## src/rtl/regfile_dump_reader.sv

```systemverilog
// Streams every register-file entry as an address/data word, reading two
// registers per pass through the register file's combinational read ports.
module regfile_dump_reader #(
   parameter int NUM_REGS = 32,
   parameter int ADDR_W   = 5,
   parameter int DATA_W   = 32
) (
   input  logic              clk,
   input  logic              rst,
   input  logic              start,
   output logic              busy,
   output logic              done,
   output logic [ADDR_W-1:0] Ard1,
   output logic [ADDR_W-1:0] Ard2,
   input  logic [DATA_W-1:0] Dout1,
   input  logic [DATA_W-1:0] Dout2,
   output logic              out_valid,
   input  logic              out_ready,
   output logic [ADDR_W-1:0] out_addr,
   output logic [DATA_W-1:0] out_data,
   output logic              out_last
);

   localparam int KW    = ADDR_W - 1;
   localparam int PAIRS = NUM_REGS / 2;
   localparam logic [KW-1:0] LAST_K = KW'(PAIRS - 1);

   typedef enum logic [2:0] {
      IDLE,
      READ,
      SEND_LO,
      SEND_HI,
      DONE
   } state_t;

   state_t            state;
   state_t            state_nxt;
   logic [KW-1:0]     k;
   logic [KW-1:0]     k_nxt;
   logic [DATA_W-1:0] h1;
   logic [DATA_W-1:0] h2;

   // Read addresses come straight from the pair counter so they never glitch.
   assign Ard1 = {k, 1'b0};
   assign Ard2 = {k, 1'b1};

   always_ff @(posedge clk) begin
      if (rst) begin
         state <= IDLE;
         k     <= '0;
         h1    <= '0;
         h2    <= '0;
      end else begin
         state <= state_nxt;
         k     <= k_nxt;
         if (state == READ) begin
            h1 <= Dout1;
            h2 <= Dout2;
         end
      end
   end

   always_comb begin
      state_nxt = state;
      k_nxt     = k;
      busy      = 1'b0;
      done      = 1'b0;
      out_valid = 1'b0;
      out_last  = 1'b0;
      out_addr  = '0;
      out_data  = '0;
      unique case (state)
         IDLE: begin
            k_nxt = '0;
            if (start) begin
               state_nxt = READ;
            end
         end
         READ: begin
            busy      = 1'b1;
            state_nxt = SEND_LO;
         end
         SEND_LO: begin
            busy      = 1'b1;
            out_valid = 1'b1;
            out_addr  = {k, 1'b0};
            out_data  = h1;
            if (out_ready) begin
               state_nxt = SEND_HI;
            end
         end
         SEND_HI: begin
            busy      = 1'b1;
            out_valid = 1'b1;
            out_addr  = {k, 1'b1};
            out_data  = h2;
            out_last  = (k == LAST_K);
            if (out_ready) begin
               if (k == LAST_K) begin
                  state_nxt = DONE;
               end else begin
                  k_nxt     = k + KW'(1);
                  state_nxt = READ;
               end
            end
         end
         DONE: begin
            done      = 1'b1;
            k_nxt     = '0;
            state_nxt = IDLE;
         end
         default: begin
            state_nxt = IDLE;
            k_nxt     = '0;
         end
      endcase
   end

endmodule

```

## config.mk

```make
export PLATFORM = sky130hd
export DESIGN_NAME = regfile_dump_reader
export DESIGN_NICKNAME = d
export VERILOG_FILES = /design/src/rtl/regfile_dump_reader.sv
export SDC_FILE = /design/constraint.sdc
export NUM_CORES = 1
export LEC_CHECK = 0
export ABC_AREA = 1
export BUFFER_PORTS_ARGS = -buffer_cell sky130_fd_sc_hd__buf_4
export CAP_MARGIN = 40
export CORE_MARGIN = 3
export CORE_UTILIZATION = 30
export CTS_CLUSTER_SIZE = 30
export DETAILED_ROUTE_END_ITERATION = 8
export GPL_ROUTABILITY_DRIVEN = 0
export SLEW_MARGIN = 20
export SYNTH_ARGS = -nofsm -noshare
export SYNTH_HDL_FRONTEND = slang
export SYNTH_SLANG_ARGS = --single-unit
export TNS_END_PERCENT = 100
```

## constraint.sdc

```tcl
create_clock -name clk -period 1.3 [get_ports clk]
set_input_delay 0 -clock clk [delete_from_list [all_inputs] [get_ports clk]]
set_output_delay 0 -clock clk [all_outputs]
set_load 0.02 [all_outputs]
```

# [Word-level counts from Yosys, hierarchy flattened]
# Index checks and enable logic that the tools add are counted.
[op_classes] n_addsub=1 n_eq_ne=9 mux=14 bitwise_logic=1 n_reduce_logical=6
[op_table] op="one-hot mux 32 bit (2 select lines)" n=1
[op_table] op="2-to-1 mux 3 bit" n=4
[op_table] op="one-hot mux 3 bit (4 select lines)" n=1
[op_table] op="one-hot mux 5 bit (2 select lines)" n=1
[op_table] op="2-to-1 mux 4 bit" n=2
[op_table] op="inequality test 2 bit, second input constant" n=4
[op_table] op="one-hot mux 4 bit (2 select lines)" n=1
[op_table] op="equality test 3 x 2 -> 1 bit, second input constant" n=2
[op_table] op="AND reduction 3 bit" n=2
[op_table] op="adder 4 x 1 -> 4 bit, second input constant" n=1
[op_table] op="equality test 4 bit, second input constant" n=1
[op_table] op="2-to-1 mux 1 bit" n=4
[op_table] op="OR reduction 2 bit" n=2
[op_table] op="equality test 3 x 1 -> 1 bit, second input constant" n=1
[op_table] op="equality test 3 bit, second input constant" n=1
[op_table] op="zero test 3 bit" n=1
[op_table] op="OR reduction 3 bit" n=1
[op_table] op="NOT 1 bit" n=1
[totals] register_bits=71 inputBits=68 wordCells=35

# [Longest topological paths before layout]
# Gate-level depths: netlist of the first run.
[depth] depth_word=4 depth_mapped=9

# [Worst setup path before layout of the first run]
# No wires, ideal clock.
[synth_timing] path_type="register to register" from="register k[1]" to="register k[0]" setup_time_ns=0.113 arrival_time_ns=1.320 t_required_ns=1.187 path_slack_ns=-0.133 stages_incl_launch_ff=7 path_buffers=0 period_less_slack_ns=1.433 path_cell_list="dfxtp_1 > ha_1 > nand3_1 > nor2_4 > nor2_2 > nor2_1 > nor2_1"
[synth_between] elab_chain_cells=3
[synth_rtl] element="start, declared" line="38" source="logic [KW-1:0] k;"
[synth_rtl] element="start signal, assigned" line="55" source="k <= k_nxt;"
[synth_rtl] element="equality test 4 bit" line="99" source="if (k == LAST_K) begin"
[synth_rtl] element="inequality test 2 bit (no line)"
[synth_rtl] element="AND reduction 3 bit (no line)"
# Every way passes these cells.
# A chain may end at the register's enable or synchronous reset.

# [Final worst setup path of the first run]
[layout_timing] from="register state[2]" to="output port out_data[20]"
[layout_between] elab_chain_cells=2 elab_cells_between_ends=3 classes_between="eq/ne: 2; mux: 1"
[layout_rtl] element="start, declared" line="36" source="state_t state;"
[layout_rtl] element="start signal, assigned" line="54" source="state <= state_nxt;"
[layout_rtl] element="equality test 3 x 2 -> 1 bit" line="72" source="unique case (state)"
[layout_rtl] element="one-hot mux 32 bit (2 select lines) *" line="72"
[layout_rtl] element="end, declared" line="20" source="output logic [DATA_W-1:0] out_data,"
# Every way passes the cells marked *; elsewhere a longest branch is shown, timed or not.

==> results of run 1 <==
per-layer routing:
layer / share of wire / track usage / vias to the layer above
met2: 0.51 / 0.274 / 97
met1: 0.43 / 0.207 / 1664
li1: - / - / 1691
met5: 0 / 0 / -
met3: 0.047 / 0.0537 / 17
met4: 0.016 / 0.0496 / 0
cell type report:
class / count / area share
Clock buffer: 9 / 0.0210
Clock inverter: 7 / 0.0163
Inverter: 77 / 0.0498
Multi-Input combinational cell: 216 / 0.272
Sequential cell: 71 / 0.243
Tap cell: 133 / 0.0282
Timing Repair Buffer: 219 / 0.369
power by group through the flow:
stage	clock, mW	combinational, mW	sequential (mW)
floorplan	0	1.45	2.76
global placement	0	1.97	2.75
CTS	2.04	2.50	2.72
detailed placement	0	2.01	2.77
finish	1.98	3.22	2.73
global route	2.16	3.44	2.77
final timing paths:
check	start	endpoint	depth (start not counted)
worst max-delay path	state[2]	out_data[20]	5
worst max register to register	state[2]	h2[20]	8
worst min-delay path	rst	k[2]	3
worst min register to register	h2[14]	h2[14]	2
placed cells by master, fill, tap and decap left out, drive strengths merged:
master	n
dlygate4sd3	67
o22ai	32
buf	149
dfxtp	71
nor2	21
o21a	1
nand3	7
clkbuf	12
inv	78
o21bai	1
ha	1
a21oi	67
clkinv	1
conb	2
nand2	16
o21ai	66
clkinvlp	3
nor3	2
bufinv	2
through the flow:
step / TNS, ns / hold WS [ns] / setup WS [ns]
2_1_floorplan: 0 / 0.0691 / 0.00901
3_3_place_gp: 0 / 0.216 / 0.0353
3_5_place_dp: 0 / 0.210 / 0.00673
4_1_cts: -4.22 / 0.0162 / -0.141
5_1_grt: -11.08 / 0.391 / -0.214
6_report: -5.09 / 0.409 / -0.133
kinds of logic after synthesis:
| family | Yosys count | synth area share |
|---|---|---|
| other cells | 2 | 0.00240 |
| flops | 71 | 0.454 |
| simple gates | 46 | 0.0796 |
| fa+ha+maj | 1 | 0.00400 |
| compound gates | 167 | 0.281 |
| buf+inv | 111 | 0.178 |
worst reg2reg max path, stage by stage, from the launching register on:
cell and delay (ns):
dfxtp_4 0.37, inv_4 0.07, buf_6 0.12, nand3_4 0.10, buf_6 0.15, buf_12 0.13
clkbuf_16 0.16, o21ai_2 0.13, a21oi_1 0.05
registers in the layout, summed over array words and instances (netlist names):
register,flops
h1,32
h2,32
k,4
state,3
timing repair:
action	4_1_cts	5_1_grt
setup endpoints to repair	40	109
hold buffers	66	1
gates cloned	2	6
gates resized for setup	46	116
hold endpoints to repair	67	1
buffers inserted	10	9
pin swaps	2	8
==> impl_metrics.ini, run 1 <==
[run_status]
violations = setup timing
status = finished, violations left

[synthesis]
synthFlopType = dfxtp_1
yosysMostFrequentCell = inv_1
synth_area_leader_cell = dfxtp_1
avgSynthCellArea_um2 = 7.86
yosysWarnings = 0
synthTopCellsByCount = inv_1, dfxtp_1, a21oi_1
synth_seq_area_share = 0.454
synth_cell_types = 25
synthTopCellsByArea = dfxtp_1, a21oi_1, inv_1, o21ai_1, o22ai_1
synth_fp_nets = 467
synthCells = 398
async_reset_ff_frac = 0
ys_seq_elements = 71
synth-edff-count = 0
netlist_area_um2 = 3130
synth_top_area_share = 0.454

[flow_run]
cap_violations = 0

[clock_network]
h-tree-depth = 3
clock_path_buffers = 2
cts_tree = built
clk_latency_ns = 0.34
clk_pin_slew_ns = 0.08
clock-sinks = 71
root_buffer = clkbuf_8
numCtsBuffers = 9

[critical_path]
critPathKind = reg -> out
cp_slowest_cell = dfxtp_4
endpoint_kind = output port
critical_path.top_delay_family = buffers and inverters
reg2reg_setup_slack_ns = -0.09
cp_cell_sequence = inv_4 > nand3_4 > buf_12 > o22ai_1 > buf_4
path_max_fanout = 20
cp_num_buf_inv = 3
crit_required_ns = 1.30
critPathArrivalTime_ns = 1.43
startpoint_type = flop
slowest_delay_ns = 0.37

[sta]
hold_viol = 0
final.setup.worst_slack_ns = -0.133
final.setup_skew_ns = 0.00549
fmax_mhz = 698
fin_crit_sh = 1.10
post-route-min-period_ns = 1.43
slew_violations = 0
setup_viol = 70
rsz0062_at_grt = true

[power_and_ir_drop]
vdd_ir_drop_max_mv = 0.705
leakagePower_nw = 2.43
p_int_mw = 5.16
seq_power_share = 0.344
total_power_mw = 7.92
switching_share = 0.348
clockPowerShare = 0.250
pwr-share-comb = 0.406
power_density_nw_per_um2 = 1340
netSwitchingPower_mw = 2.76

[final_layout]
multiInputGateArea_um2 = 1610
seqCellArea_um2 = 1440
drive_gt1_frac = 0.452
antennaDiodeCount = 0
nNetsFinal = 663
fill_cells = 842
finish.utilization = 0.593
postLayoutCellArea_um2 = 5910
fin_cells = 732
syn_to_final_growth_pct = 88.7

[drt]
vias_per_cell = 4.74
finalWirelength_um = 11400
via_count = 3469
drt_pass1_iterations = 6
wl_per_cell_um = 15.6
drc = 0
drt_first_iter_violations = 150
drtAntennaViolNets = 0

[floorplan]
io_pins = 119
start_util = 0.314
coreArea_um2 = 9950
chipHeight_um = 108
die_area_um2 = 11700
core.rowCount = 36
fp.dieW_um = 108

[global_route]
antenna_found_initial = 0
first_global_vias = 3232
grt_pass1_wl_um = 15400
grt_max_degree = 58
overflow = 0
grt_util_all_layers = 0.166

[placement]
dp_cells = 623
place_area_um2 = 4080
dpl.hpwl_um = 5860
portBuffers = 116

[hold_path]
hold_class = in -> reg
(Power assumes the default switching activity.)
==> run 2: changes to the inputs <==
Settings changed: ABC_AREA 1 to not set.
==> run 2 against run 1 <==
Register-to-register slack worse by 0.02 ns. Largest power group is now sequential cells. Fmax is 0.74% lower. First-iteration DRC count is 25% lower. Highest routed layer unchanged. Utilization is 3.4 points lower. Non-clock buffer count is 6 lower. Synthesized cell count is 2.8% higher. Final area is 4.8% lower. Die area is 1.7% higher. Sequential cell count stayed put. Via count is 2.7% lower. The run still ends with setup timing left.
==> impl_metrics.ini, run 2 <==
[run_status]
status = finished, violations left
violations = setup timing

[final_layout]
nNetsFinal = 665
syn_to_final_growth_pct = 76.4
antennaDiodeCount = 0
largest_registers = h1: 32 flops, h2: 32 flops, k: 4 flops
final_cell_mix = nand2_1, buf_4, a21oi_1, dfxtp_1, dlygate4sd3_1
drive_gt1_frac = 0.373
layout_commonest_cell = nand2_1

[sta]
setup_viol = 108
fin_tns_setup_ns = -6.87
fmax_mhz = 693
final.setup_skew_ns = 0.00971
post-route-min-period_ns = 1.44
fin_crit_sh = 1.11
hold_viol = 0
final.setup.worst_slack_ns = -0.144
slew_violations = 0
rsz0062_at_grt = true

[synthesis]
synthTopCellsByCount = nand2_1, dfxtp_1, a21oi_1
ys_seq_elements = 71
synth_cell_types = 28
synth_seq_area_share = 0.446
synthCells = 409
synth_area_leader_cell = dfxtp_1
yosysMostFrequentCell = nand2_1
synthTopCellsByArea = dfxtp_1, nand2_1, a21oi_1, mux2i_1, nor2_1
avgSynthCellArea_um2 = 7.79
yosysWarnings = 0
synthFlopType = dfxtp_1
netlist_area_um2 = 3190
synth_fp_nets = 478
synth-edff-count = 0
async_reset_ff_frac = 0
synth_top_area_share = 0.446

[critical_path]
critPathArrivalTime_ns = 1.44
cp_slowest_cell = dfxtp_2
reg2reg_setup_slack_ns = -0.11
startpoint_type = flop
cp_cell_sequence = buf_6 > nand2b_4 > buf_12 > nor2_1 > buf_4
slowest_delay_ns = 0.35
critPathKind = reg -> out
critical_path.top_delay_family = buffers and inverters
crit_required_ns = 1.30
cp_num_buf_inv = 3
path_max_fanout = 17
endpoint_kind = output port

[floorplan]
start_util = 0.317
chipHeight_um = 109
die_area_um2 = 11900
fp.dieW_um = 109
core.rowCount = 36
coreArea_um2 = 10000
io_pins = 119

[placement]
dpl.hpwl_um = 5980
portBuffers = 116

[clock_network]
root_buffer = clkbuf_8
clk_pin_slew_ns = 0.08
clk_latency_ns = 0.33
cts_tree = built
numCtsBuffers = 9
clock-sinks = 71
h-tree-depth = 3
clock_path_buffers = 2

[drt]
drtAntennaViolNets = 0
vias_per_cell = 4.60
wl_per_cell_um = 13.6
drc = 0
via_count = 3374
drt_pass1_iterations = 5
finalWirelength_um = 9980
drt_first_iter_violations = 112

[power_and_ir_drop]
total_power_mw = 6.43
vdd_ir_drop_max_mv = 0.546
power_density_nw_per_um2 = 1140
leakagePower_nw = 2.27

[global_route]
overflow = 0
grt_util_all_layers = 0.165
grt_pass1_wl_um = 15500
first_global_vias = 3250
antenna_found_initial = 0
grt_max_degree = 48

[flow_run]
cap_violations = 0

[hold_path]
hold_class = in -> reg
==> run 2: repair_timing <==
action | CTS | global route
buffers inserted | 4 | 2
setup endpoints to repair | 108 | 109
pin swaps | 7 | 1
hold buffers | 64 | 0
resized for setup | 85 | 39
hold endpoints to repair | 64 | 0
cloned | 3 | 0
==> run 2: per-layer routing <==
metal | part of all wire | GRT usage | vias to the layer above
li1 | - | - | 1700
met1 | 0.44 | 0.205 | 1554
met2 | 0.50 | 0.288 | 115
met3 | 0.061 | 0.0332 | 5
met4 | 0.0067 | 0.0469 | 0
met5 | 0 | 0 | -
==> run 2: cell families (layout without fill, tap and decap cells) <==
group | count (synthesis) | count (layout) | synth area share
flops | 71 | 71 | 0.446
compound gates | 75 | 75 | 0.128
mux | 33 | 33 | 0.104
simple gates | 188 | 188 | 0.238
buf+inv | 39 | 231 | 0.0777
fa+ha+maj | 1 | 1 | 0.00393
other cells | 2 | 2 | 0.00236
==> run 2: cell type report <==
cell class | count | area, um^2
timing repair buffer | 213 | 2050
clock inverter | 6 | 61.3
inverter | 2 | 12.5
multi-input combinational | 299 | 1770
fill | 882 | 4420
clock buffer | 10 | 128
tap | 133 | 166
sequential | 71 | 1430
==> run 2: stage by stage <==
stage | cell area (um^2) | hold WS (ns) | utilization | instances | worst slack (ns)
after floorplan | 3200 | 0.136 | - | 409 | 0.00508
after detailed placement | 4230 | 0.257 | 0.421 | 646 | -0.0844
after global placement | 4230 | 0.249 | 0.421 | 646 | -0.0558
final | 5620 | 0.0415 | 0.560 | 734 | -0.144
after CTS | 5430 | 0.0389 | 0.541 | 732 | -0.149
after global routing | 5620 | 0.0503 | 0.560 | 734 | -0.207
==> run 2: where the power goes <==
part,internal [mW],switching (mW),leakage [nW]
registers,2.40,0.140,0.582
logic,1.13,1.07,1.60
clock network,0.880,0.809,0.0960
==> run 2: worst paths after layout <==
path	from	to	cells past startpoint
setup / recovery	state[2]	out_data[7]	5
hold reg to reg	h2[23]	h2[23]	2
hold / removal	out_ready	state[0]	4
setup reg to reg	state[0]	k[2]	6
==> run 2: tightest hold or removal path: cells and delay by family <==
kind	cells	cell delay [ns]
AOI/OAI and AO/OA	2	0.17
buffers and inverters	1	0.10
and+or+nand+nor	1	0.07
